===== src/rtl/bus_rr_if.sv =====
// Bus bundle between the round-robin scheduler and the per-device FIFOs.
// master = scheduler side, slave = FIFO/agent side.
interface bus_rr_if #(
    parameter int DRVRS = 4,
    parameter int WIDTH = 16
);
    localparam int GW = (DRVRS > 1) ? $clog2(DRVRS) : 1;

    logic [DRVRS-1:0]       pndng;
    logic [DRVRS*WIDTH-1:0] d_pop;
    logic [DRVRS-1:0]       pop;
    logic [DRVRS-1:0]       push;
    logic [WIDTH-1:0]       d_push;
    logic [GW-1:0]          grant;
    logic                   busy;
    logic [7:0]             drop_cnt;

    modport master (
        input  pndng, d_pop,
        output pop, push, d_push, grant, busy, drop_cnt
    );

    modport slave (
        output pndng, d_pop,
        input  pop, push, d_push, grant, busy, drop_cnt
    );
endinterface


===== src/rtl/bus_rr_scheduler.sv =====
// Round-robin scheduler: pops one packet from a pending FIFO and pushes it to
// the FIFO(s) named by its destination ID; every packet takes 4 cycles.
module bus_rr_scheduler #(
    parameter int         DRVRS = 4,
    parameter int         WIDTH = 16,
    parameter logic [7:0] BCAST = 8'hFF
) (
    input  logic      clk,
    input  logic      reset,
    bus_rr_if.master  bus
);
    localparam int GW = (DRVRS > 1) ? $clog2(DRVRS) : 1;

    typedef enum logic [1:0] {IDLE, POP, ROUTE, PUSH} state_t;

    state_t           state_q, state_d;
    logic [DRVRS-1:0] pop_q, pop_d;
    logic [DRVRS-1:0] push_q, push_d;
    logic [WIDTH-1:0] pkt_q, pkt_d;
    logic [WIDTH-1:0] d_push_q, d_push_d;
    logic [GW-1:0]    grant_q, grant_d;
    logic [GW-1:0]    last_q, last_d;
    logic             busy_q, busy_d;
    logic [7:0]       drop_q, drop_d;

    logic [WIDTH-1:0] head [DRVRS];
    logic [GW-1:0]    sel, idx;
    logic             found;
    logic [7:0]       id;
    logic [DRVRS-1:0] mask;
    logic             drop;

    for (genvar g = 0; g < DRVRS; g++) begin : g_head
        assign head[g] = bus.d_pop[g*WIDTH +: WIDTH];
    end

    // First pending requester scanning from the slot after the last grant.
    always_comb begin
        sel   = last_q;
        idx   = '0;
        found = 1'b0;
        for (int i = 1; i <= DRVRS; i++) begin
            idx = GW'((int'(last_q) + i) % DRVRS);
            if (!found && bus.pndng[idx]) begin
                found = 1'b1;
                sel   = idx;
            end
        end
    end

    always_comb begin
        id   = pkt_q[WIDTH-1 -: 8];
        mask = '0;
        drop = 1'b0;
        if (id == BCAST) begin
            mask = ~(DRVRS'(1) << grant_q);
        end else if (int'(id) < DRVRS) begin
            mask[id[GW-1:0]] = 1'b1;
        end else begin
            drop = 1'b1;
        end
    end

    always_comb begin
        state_d  = state_q;
        pop_d    = '0;
        push_d   = '0;
        pkt_d    = pkt_q;
        d_push_d = d_push_q;
        grant_d  = grant_q;
        last_d   = last_q;
        drop_d   = drop_q;
        case (state_q)
            IDLE: begin
                if (found) begin
                    grant_d = sel;
                    last_d  = sel;
                    pop_d   = DRVRS'(1) << sel;
                    state_d = POP;
                end
            end
            POP: begin
                pkt_d   = head[grant_q];
                state_d = ROUTE;
            end
            ROUTE: begin
                push_d   = mask;
                d_push_d = pkt_q;
                if (drop && drop_q != 8'hFF) drop_d = drop_q + 8'd1;
                state_d  = PUSH;
            end
            PUSH:    state_d = IDLE;
            default: state_d = IDLE;
        endcase
        busy_d = (state_d != IDLE);
    end

    always_ff @(posedge clk or posedge reset) begin
        if (reset) begin
            state_q  <= IDLE;
            pop_q    <= '0;
            push_q   <= '0;
            pkt_q    <= '0;
            d_push_q <= '0;
            grant_q  <= '0;
            last_q   <= GW'(DRVRS - 1);
            busy_q   <= 1'b0;
            drop_q   <= '0;
        end else begin
            state_q  <= state_d;
            pop_q    <= pop_d;
            push_q   <= push_d;
            pkt_q    <= pkt_d;
            d_push_q <= d_push_d;
            grant_q  <= grant_d;
            last_q   <= last_d;
            busy_q   <= busy_d;
            drop_q   <= drop_d;
        end
    end

    assign bus.pop      = pop_q;
    assign bus.push     = push_q;
    assign bus.d_push   = d_push_q;
    assign bus.grant    = grant_q;
    assign bus.busy     = busy_q;
    assign bus.drop_cnt = drop_q;
endmodule


===== src/flat_wrapper.sv =====
// flat-port wrapper written by rule: the top's interface ports become plain ports
module bus_rr_scheduler_flat 
#(
    parameter int         DRVRS = 4,
    parameter int         WIDTH = 16,
    parameter logic [7:0] BCAST = 8'hFF
)
  (clk, reset, bus_pndng, bus_d_pop, bus_pop, bus_push, bus_d_push, bus_grant, bus_busy, bus_drop_cnt);
  bus_rr_if #(.DRVRS(DRVRS), .WIDTH(WIDTH)) bus_i ();
  input  logic clk;
  input  logic reset;
  input wire logic [$bits(bus_i.pndng)-1:0] bus_pndng;
  input wire logic [$bits(bus_i.d_pop)-1:0] bus_d_pop;
  output wire logic [$bits(bus_i.pop)-1:0] bus_pop;
  output wire logic [$bits(bus_i.push)-1:0] bus_push;
  output wire logic [$bits(bus_i.d_push)-1:0] bus_d_push;
  output wire logic [$bits(bus_i.grant)-1:0] bus_grant;
  output wire logic [$bits(bus_i.busy)-1:0] bus_busy;
  output wire logic [$bits(bus_i.drop_cnt)-1:0] bus_drop_cnt;
  assign bus_i.pndng = bus_pndng;
  assign bus_i.d_pop = bus_d_pop;
  assign bus_pop = bus_i.pop;
  assign bus_push = bus_i.push;
  assign bus_d_push = bus_i.d_push;
  assign bus_grant = bus_i.grant;
  assign bus_busy = bus_i.busy;
  assign bus_drop_cnt = bus_i.drop_cnt;
  bus_rr_scheduler #(.DRVRS(DRVRS), .WIDTH(WIDTH), .BCAST(BCAST)) u_core (.clk(clk), .reset(reset), .bus(bus_i));
endmodule

===== config.mk =====
export PLATFORM = sky130hd
export DESIGN_NAME = bus_rr_scheduler_flat
export DESIGN_NICKNAME = d
export VERILOG_FILES = /design/src/rtl/bus_rr_if.sv /design/src/rtl/bus_rr_scheduler.sv /design/src/flat_wrapper.sv
export SDC_FILE = /design/constraint.sdc
export NUM_CORES = 1
export LEC_CHECK = 0
export ABC_CLOCK_PERIOD_IN_PS = 1750
export CORE_ASPECT_RATIO = 1.25
export CORE_MARGIN = 5
export CORE_UTILIZATION = 40
export DETAILED_ROUTE_END_ITERATION = 6
export GPL_TIMING_DRIVEN = 0
export PLACE_DENSITY = 0.77
export SLEW_MARGIN = 0
export SYNTH_ARGS = -nofsm -noshare
export SYNTH_HDL_FRONTEND = slang
export SYNTH_SLANG_ARGS = --single-unit

===== constraint.sdc =====
create_clock -name clk -period 1.75 [get_ports clk]
set_clock_uncertainty 0.2 [all_clocks]
set_input_delay 0.2625 -clock clk [delete_from_list [all_inputs] [get_ports clk]]
set_output_delay 0.2625 -clock clk [all_outputs]
set_load 0.02 [all_outputs]

# After elaboration in Yosys (flattened, before gate mapping)

Cells that the tools add are included.

$add $sub $neg: 5
Magnitude comparators: 8
Eq/ne operators: 5
Shift operators: 2
Mux-type cells: 30
Bitwise logic cells: 2
Reduce and logical (&&, ||, !) cells: 12

Operators by type and width:

| operator                                                   | count |
|---|---|
| binary-select mux 16 bit (select 2 bit)                    | 1 |
| two-way mux 16 bit                                         | 2 |
| two-way mux 4 bit                                          | 5 |
| less-than comparator 2 x 3 -> 1 bit, second input constant | 5 |
| two-way mux 1 bit                                          | 11 |
| two-way mux 2 bit                                          | 5 |
| adder 8 x 1 -> 8 bit, second input constant                | 1 |
| binary-select mux 1 bit (select 2 bit)                     | 4 |
| == test 8 bit, second input constant                       | 1 |
| less-than comparator 8 x 3 -> 1 bit, second input constant | 1 |
| != test 8 bit, second input constant                       | 1 |
| one-hot mux 2 bit (4 select lines)                         | 1 |
| left shift 1 x 2 -> 4 bit, first input constant            | 2 |
| logical AND 1 bit                                          | 5 |
| adder 2 x 1 -> 2 bit, second input constant                | 2 |
| adder 2 bit, second input constant                         | 2 |
| == test 2 bit, second input constant                       | 2 |
| inverter 4 bit                                             | 1 |
| AND reduction 2 bit                                        | 2 |
| greater-or-equal comparator 3 bit, second input constant   | 1 |
| zero test 1 bit                                            | 3 |
| inverter 2 -> 3 bit                                        | 1 |
| demux 1 bit (select 2 bit)                                 | 1 |
| == test 2 x 1 -> 1 bit, second input constant              | 1 |
| other kinds (3)                                            | 3 |

Flip-flop bits (word level): 55
Bits of input ports: 70
Output and inout bits: 35

# Depth between registers and ports, before layout

Depth after elaboration: 16
Depth in mapped cells: 6

# Worst setup path before layout

No wires, ideal clock.

Kind: register to register
From: reg u_core.grant_q[0] (netlist: u_core.bus.grant[0])
To: reg u_core.pkt_q[0]
Setup time: 0.125 ns
Arrival: 1.558 ns
Required time: 1.425 ns
Path slack: -0.133 ns
Stages on the path, launching flop included: 5
Clock period less this slack: 1.883 ns
Path through: dfrtp_1 -> buf_6 -> buf_6 -> mux4_2 -> mux2_2

Word-level cells in the longest chain between the ends: 4

Ends and longest elaborated chain:

| what                                                   | line                    | text |
|---|---|---|
| start: declaration                                     | bus_rr_scheduler.sv:21  | `logic [GW-1:0] grant_q, grant_d;` |
| start signal: assignment                               | bus_rr_scheduler.sv:115 | `grant_q <= grant_d;` |
| inverter 2 -> 3 bit (not written as such)              | bus_rr_scheduler.sv:83  | `pkt_d = head[grant_q];` |
| binary-select mux 16 bit (select 2 bit)                | bus_rr_scheduler.sv:83  |  |
| two-way mux 16 bit (not written as such) (2 in series) | bus_rr_scheduler.sv:83  |  |
| end signal: assignment                                 | bus_rr_scheduler.sv:113 | `pkt_q <= pkt_d;` |
| end: declaration                                       | bus_rr_scheduler.sv:19  | `logic [WIDTH-1:0] pkt_q, pkt_d;` |

Every way passes these cells. The select of a mux whose other input is x is not followed.
A chain may end at the register's enable or synchronous reset.

# Worst setup path after layout

From: reg u_core.pkt_q[15]
To: reg u_core.drop_q[1] (netlist: u_core.bus.drop_cnt[1])

Word-level cells in the longest chain between the ends: 5
Elaborated cells on any way between the ends: 6

Ends and longest elaborated chain:

| what                                | line                    | text |
|---|---|---|
| less-than comparator 8 x 3 -> 1 bit | bus_rr_scheduler.sv:57  | `end else if (int'(id) < DRVRS) begin` |
| two-way mux 1 bit                   | bus_rr_scheduler.sv:57  |  |
| two-way mux 1 bit *                 | bus_rr_scheduler.sv:55  | `if (id == BCAST) begin` |
| logical AND 1 bit *                 | bus_rr_scheduler.sv:89  | `if (drop && drop_q != 8'hFF) drop_d = drop_q + 8'd1;` |
| AND reduction 2 bit (no line) *     | n/a                     |  |
| end signal: assignment              | bus_rr_scheduler.sv:118 | `drop_q <= drop_d;` |
| end: declaration                    | bus_rr_scheduler.sv:24  | `logic [7:0] drop_q, drop_d;` |

Every way passes the cells marked *; elsewhere a longest branch is shown, timed or not.

==> impl_metrics.env <==
export IMPL_status="complete, no violations"
export IMPL_worst_pin_slew_ns=1.14
export IMPL_portBuffers=104
export IMPL_syn_num_nets=266
export IMPL_drt_total_wl_um=6850
export IMPL_met2_usage_pct=31.6
export IMPL_clkLatencyLatePin_ns=0.30
export IMPL_clk_pin_slew_ns=0.09
export IMPL_top_usage_layer="met2"
export IMPL_synthFlopType="dfrtp_1"
export IMPL_fin_hold_ws_ns=0.244
export IMPL_async_flop_share_pct=100
export IMPL_gr_usage_met1_pct=18.1
export IMPL_end_kind="register"
export IMPL_cp_startpoint="u_core.pkt_q[15]"
export IMPL_nFillCells=554
export IMPL_clock_path_buffers=2
export IMPL_core_area_sq_um=6610
export IMPL_worstSetupPathType="register to register"
export IMPL_start_kind="register"
export IMPL_dp_slack_ns=-0.422
export IMPL_hold_end="u_core.last_q[0]"
export IMPL_cts_tree="done"
export IMPL_p_per_area_nw_per_um2=1590
export IMPL_fmax_mhz=577
export IMPL_grt_antenna_before_repair=0
export IMPL_synth_area_sq_um=2720
export IMPL_r2r_slack_ns=0.02
export IMPL_reg2reg_depth=4
export IMPL_p_leak_nw=1.84
export IMPL_synthCells=192
export IMPL_fp_row_count=33
export IMPL_grt_use_total_pct=16.5
export IMPL_clock_sinks=55
export IMPL_finalSetupViolCount=0
export IMPL_final_area_sq_um=4170
export IMPL_min_from="bus_pndng[3]"
export IMPL_rsz0062_at_grt="yes"
export IMPL_synth_area_per_cell_sq_um=14.2
export IMPL_hold_depth=4
export IMPL_grt_max_degree=56
export IMPL_die_x_um=83.8
export IMPL_hold_path_class="input pin to register"
export IMPL_grt_overflow=0
export IMPL_drive_above_1_share_pct=32.9
export IMPL_ys_ff_latch=55
export IMPL_placed_cells=383
export IMPL_drcViolationCount=0
export IMPL_dr_pass1_iters=4
export IMPL_num_antenna_cells=0
export IMPL_fin_nets=389
export IMPL_numCtsBuffers=5
export IMPL_slew_headroom_pct=23.6
export IMPL_grt_pass1_vias=2236
export IMPL_area_delta_synth_final_pct=53.4
export IMPL_yosysSeqAreaShare_pct=50.7
export IMPL_num_vias=2056
export IMPL_crit_arrival_ns=1.73
export IMPL_min_period_over_period_pct=99.0
export IMPL_cts_root_buf="clkbuf_8"
export IMPL_cts_max_level=2
export IMPL_layout_cells_non_filler=403
export IMPL_avgRoutedWirePerCell_um=17.0
export IMPL_fin_crit_ns=1.73
export IMPL_r2r_end="u_core.bus.drop_cnt[1]"
export IMPL_required_ns=1.74
export IMPL_postPlaceCellArea_sq_um=3880
export IMPL_max_cap_violations=0
export IMPL_via_per_inst=5.10
export IMPL_synth_cell_type_count=37
export IMPL_synth_warnings=0
export IMPL_final_max_slew_viol_count=0
export IMPL_io_pins=105
export IMPL_hold_viol=0
export IMPL_first_iter_violations=53
export IMPL_hpwl_um=5120
export IMPL_fin_ws_ns=0.0170
export IMPL_gr_usage_met3_pct=3.95
export IMPL_die_h_um=102
export IMPL_gp_congestion=0.783
export IMPL_ant_nets=0
export IMPL_worstReg2RegStart="u_core.pkt_q[15]"
export IMPL_start_util_pct=41.2
export IMPL_grt_pass1_wl_um=11100
export IMPL_hold_buffers=0
export IMPL_dieArea_sq_um=8560
export IMPL_ir_drop_v=0.000943
export IMPL_synth_edf_count=0
export IMPL_path_max_fanout=8
## kinds of logic after synthesis
logic type,Yosys count,share of synthesized area [%]
simple gates,45,11.0
fa+ha+maj,4,1.84
compound gates,17,4.05
mux,51,27.7
flops,55,50.7
xor+xnor,6,1.93
buf+inv,14,2.80
## synth_stat cells (3+ instances only)
| cell type | number | area share (%) |
|---|---|---|
| a21oi_1 | 7 | 1.3 |
| buf_1 | 3 | 0.41 |
| buf_6 | 3 | 1.2 |
| dfrtp_1 | 53 | 49 |
| ha_1 | 4 | 1.8 |
| inv_1 | 5 | 0.69 |
| mux2_1 | 4 | 1.7 |
| mux2_2 | 31 | 13 |
| mux4_2 | 16 | 13 |
| nand2_1 | 7 | 0.97 |
| nand2b_1 | 4 | 0.92 |
| nand4_1 | 3 | 0.69 |
| nor2_1 | 6 | 0.83 |
| nor2b_1 | 3 | 0.69 |
| nor3_1 | 4 | 0.74 |
| nor4_2 | 4 | 1.8 |
| o21ai_0 | 5 | 0.92 |
| xor2_1 | 6 | 1.9 |
## sequential cells by signal (all words and copies together) (netlist names)
name / cells
u_core.bus.busy: 1
u_core.bus.d_push: 16
u_core.bus.drop_cnt: 8
u_core.bus.grant: 2
u_core.bus.pop: 4
u_core.bus.push: 4
u_core.last_q: 2
u_core.pkt_q: 16
u_core.state_q: 2
## metal layers
layer,share of wire (%),wire [um],vias to the layer above
met5,0,0,-
met4,1.7,115,0
met3,5.5,379,9
met2,56,3860,57
met1,36,2500,1032
li1,-,-,958
## worst max-delay path, stage by stage, from the launching register on
cell and delay, ns:
dfrtp_2 0.45, nor4_2 0.32, a2bb2o_4 0.27, nor3b_4 0.07
mux2_4 0.31
## timing repair
| item | CTS | global route |
|---|---|---|
| setup endpoints to repair | 69 | 36 |
| gates resized for setup | 41 | 21 |
| pin swaps | 5 | 5 |
| gates cloned | 0 | 1 |
| buffers inserted | 11 | 2 |
## layout by cell type, fill, tap and decap left out, drive strengths merged
cell,Yosys,layout
mux4,16,16
buf,7,17
a311oi,2,2
or4,1,1
nor3,4,4
nor3b,3,3
or2,2,2
dfstp,2,2
clkbuf,2,11
nor2b,3,3
dlygate4sd2,0,21
a21oi,7,7
dlymetal6s2s,0,12
nand2b,4,4
nand3,1,1
mux2,35,35
clkdlybuf4s50,0,71
and2,1,1
dfrtp,53,53
o21ai,6,6
xor2,6,6
inv,5,4
nand2,9,9
clkinvlp,0,1
nor4,6,6
nand4,4,4
o21a,1,1
nor2,7,7
ha,4,4
a2bb2o,1,1
clkinv,0,1
## worst max path at each step
stage	endpoint	cells past startpoint	slack, ns
after floorplan	u_core.pkt_q[0]	4	-0.05
after global placement	u_core.bus.grant[1]	4	-0.39
after detailed placement	u_core.bus.grant[1]	4	-0.42
after CTS	u_core.bus.pop[0]	5	-0.02
after global routing	u_core.bus.drop_cnt[1]	4	-0.04
final	u_core.bus.drop_cnt[1]	4	0.02
## cell type report
cell class                      instances  area (sq um)  area share (%)
Inverter                                5          22.5           0.540
Sequential cell                        55          1390            33.2
Multi-Input combinational cell        123          1330            32.0
Clock inverter                          1          8.76           0.210
Clock buffer                            7          86.3            2.07
Buffer                                  7          61.3            1.47
Timing Repair Buffer                  118          1170            28.0
Tap cell                               87           109            2.61
## through the flow
stage | utilization, % | power [mW] | setup TNS, ns
2_1_floorplan | - | 4.44 | -0.301
3_3_place_gp | 58.8 | 5.63 | -9.37
3_5_place_dp | 58.8 | 5.74 | -12.47
4_1_cts | 61.7 | 6.61 | -0.0169
5_1_grt | 63.2 | 7.10 | -0.123
6_report | 63.2 | 6.64 | 0
## where the power goes
part | switching [mW] | leakage (nW) | total (mW) | internal, mW
combinational | 1.64 | 1.13 | 3.63 | 1.99
clock | 0.392 | 0.0484 | 0.717 | 0.325
sequential | 0.411 | 0.659 | 2.29 | 1.88
total | 2.45 | 1.84 | 6.64 | 4.19
(Power assumes the default switching activity.)
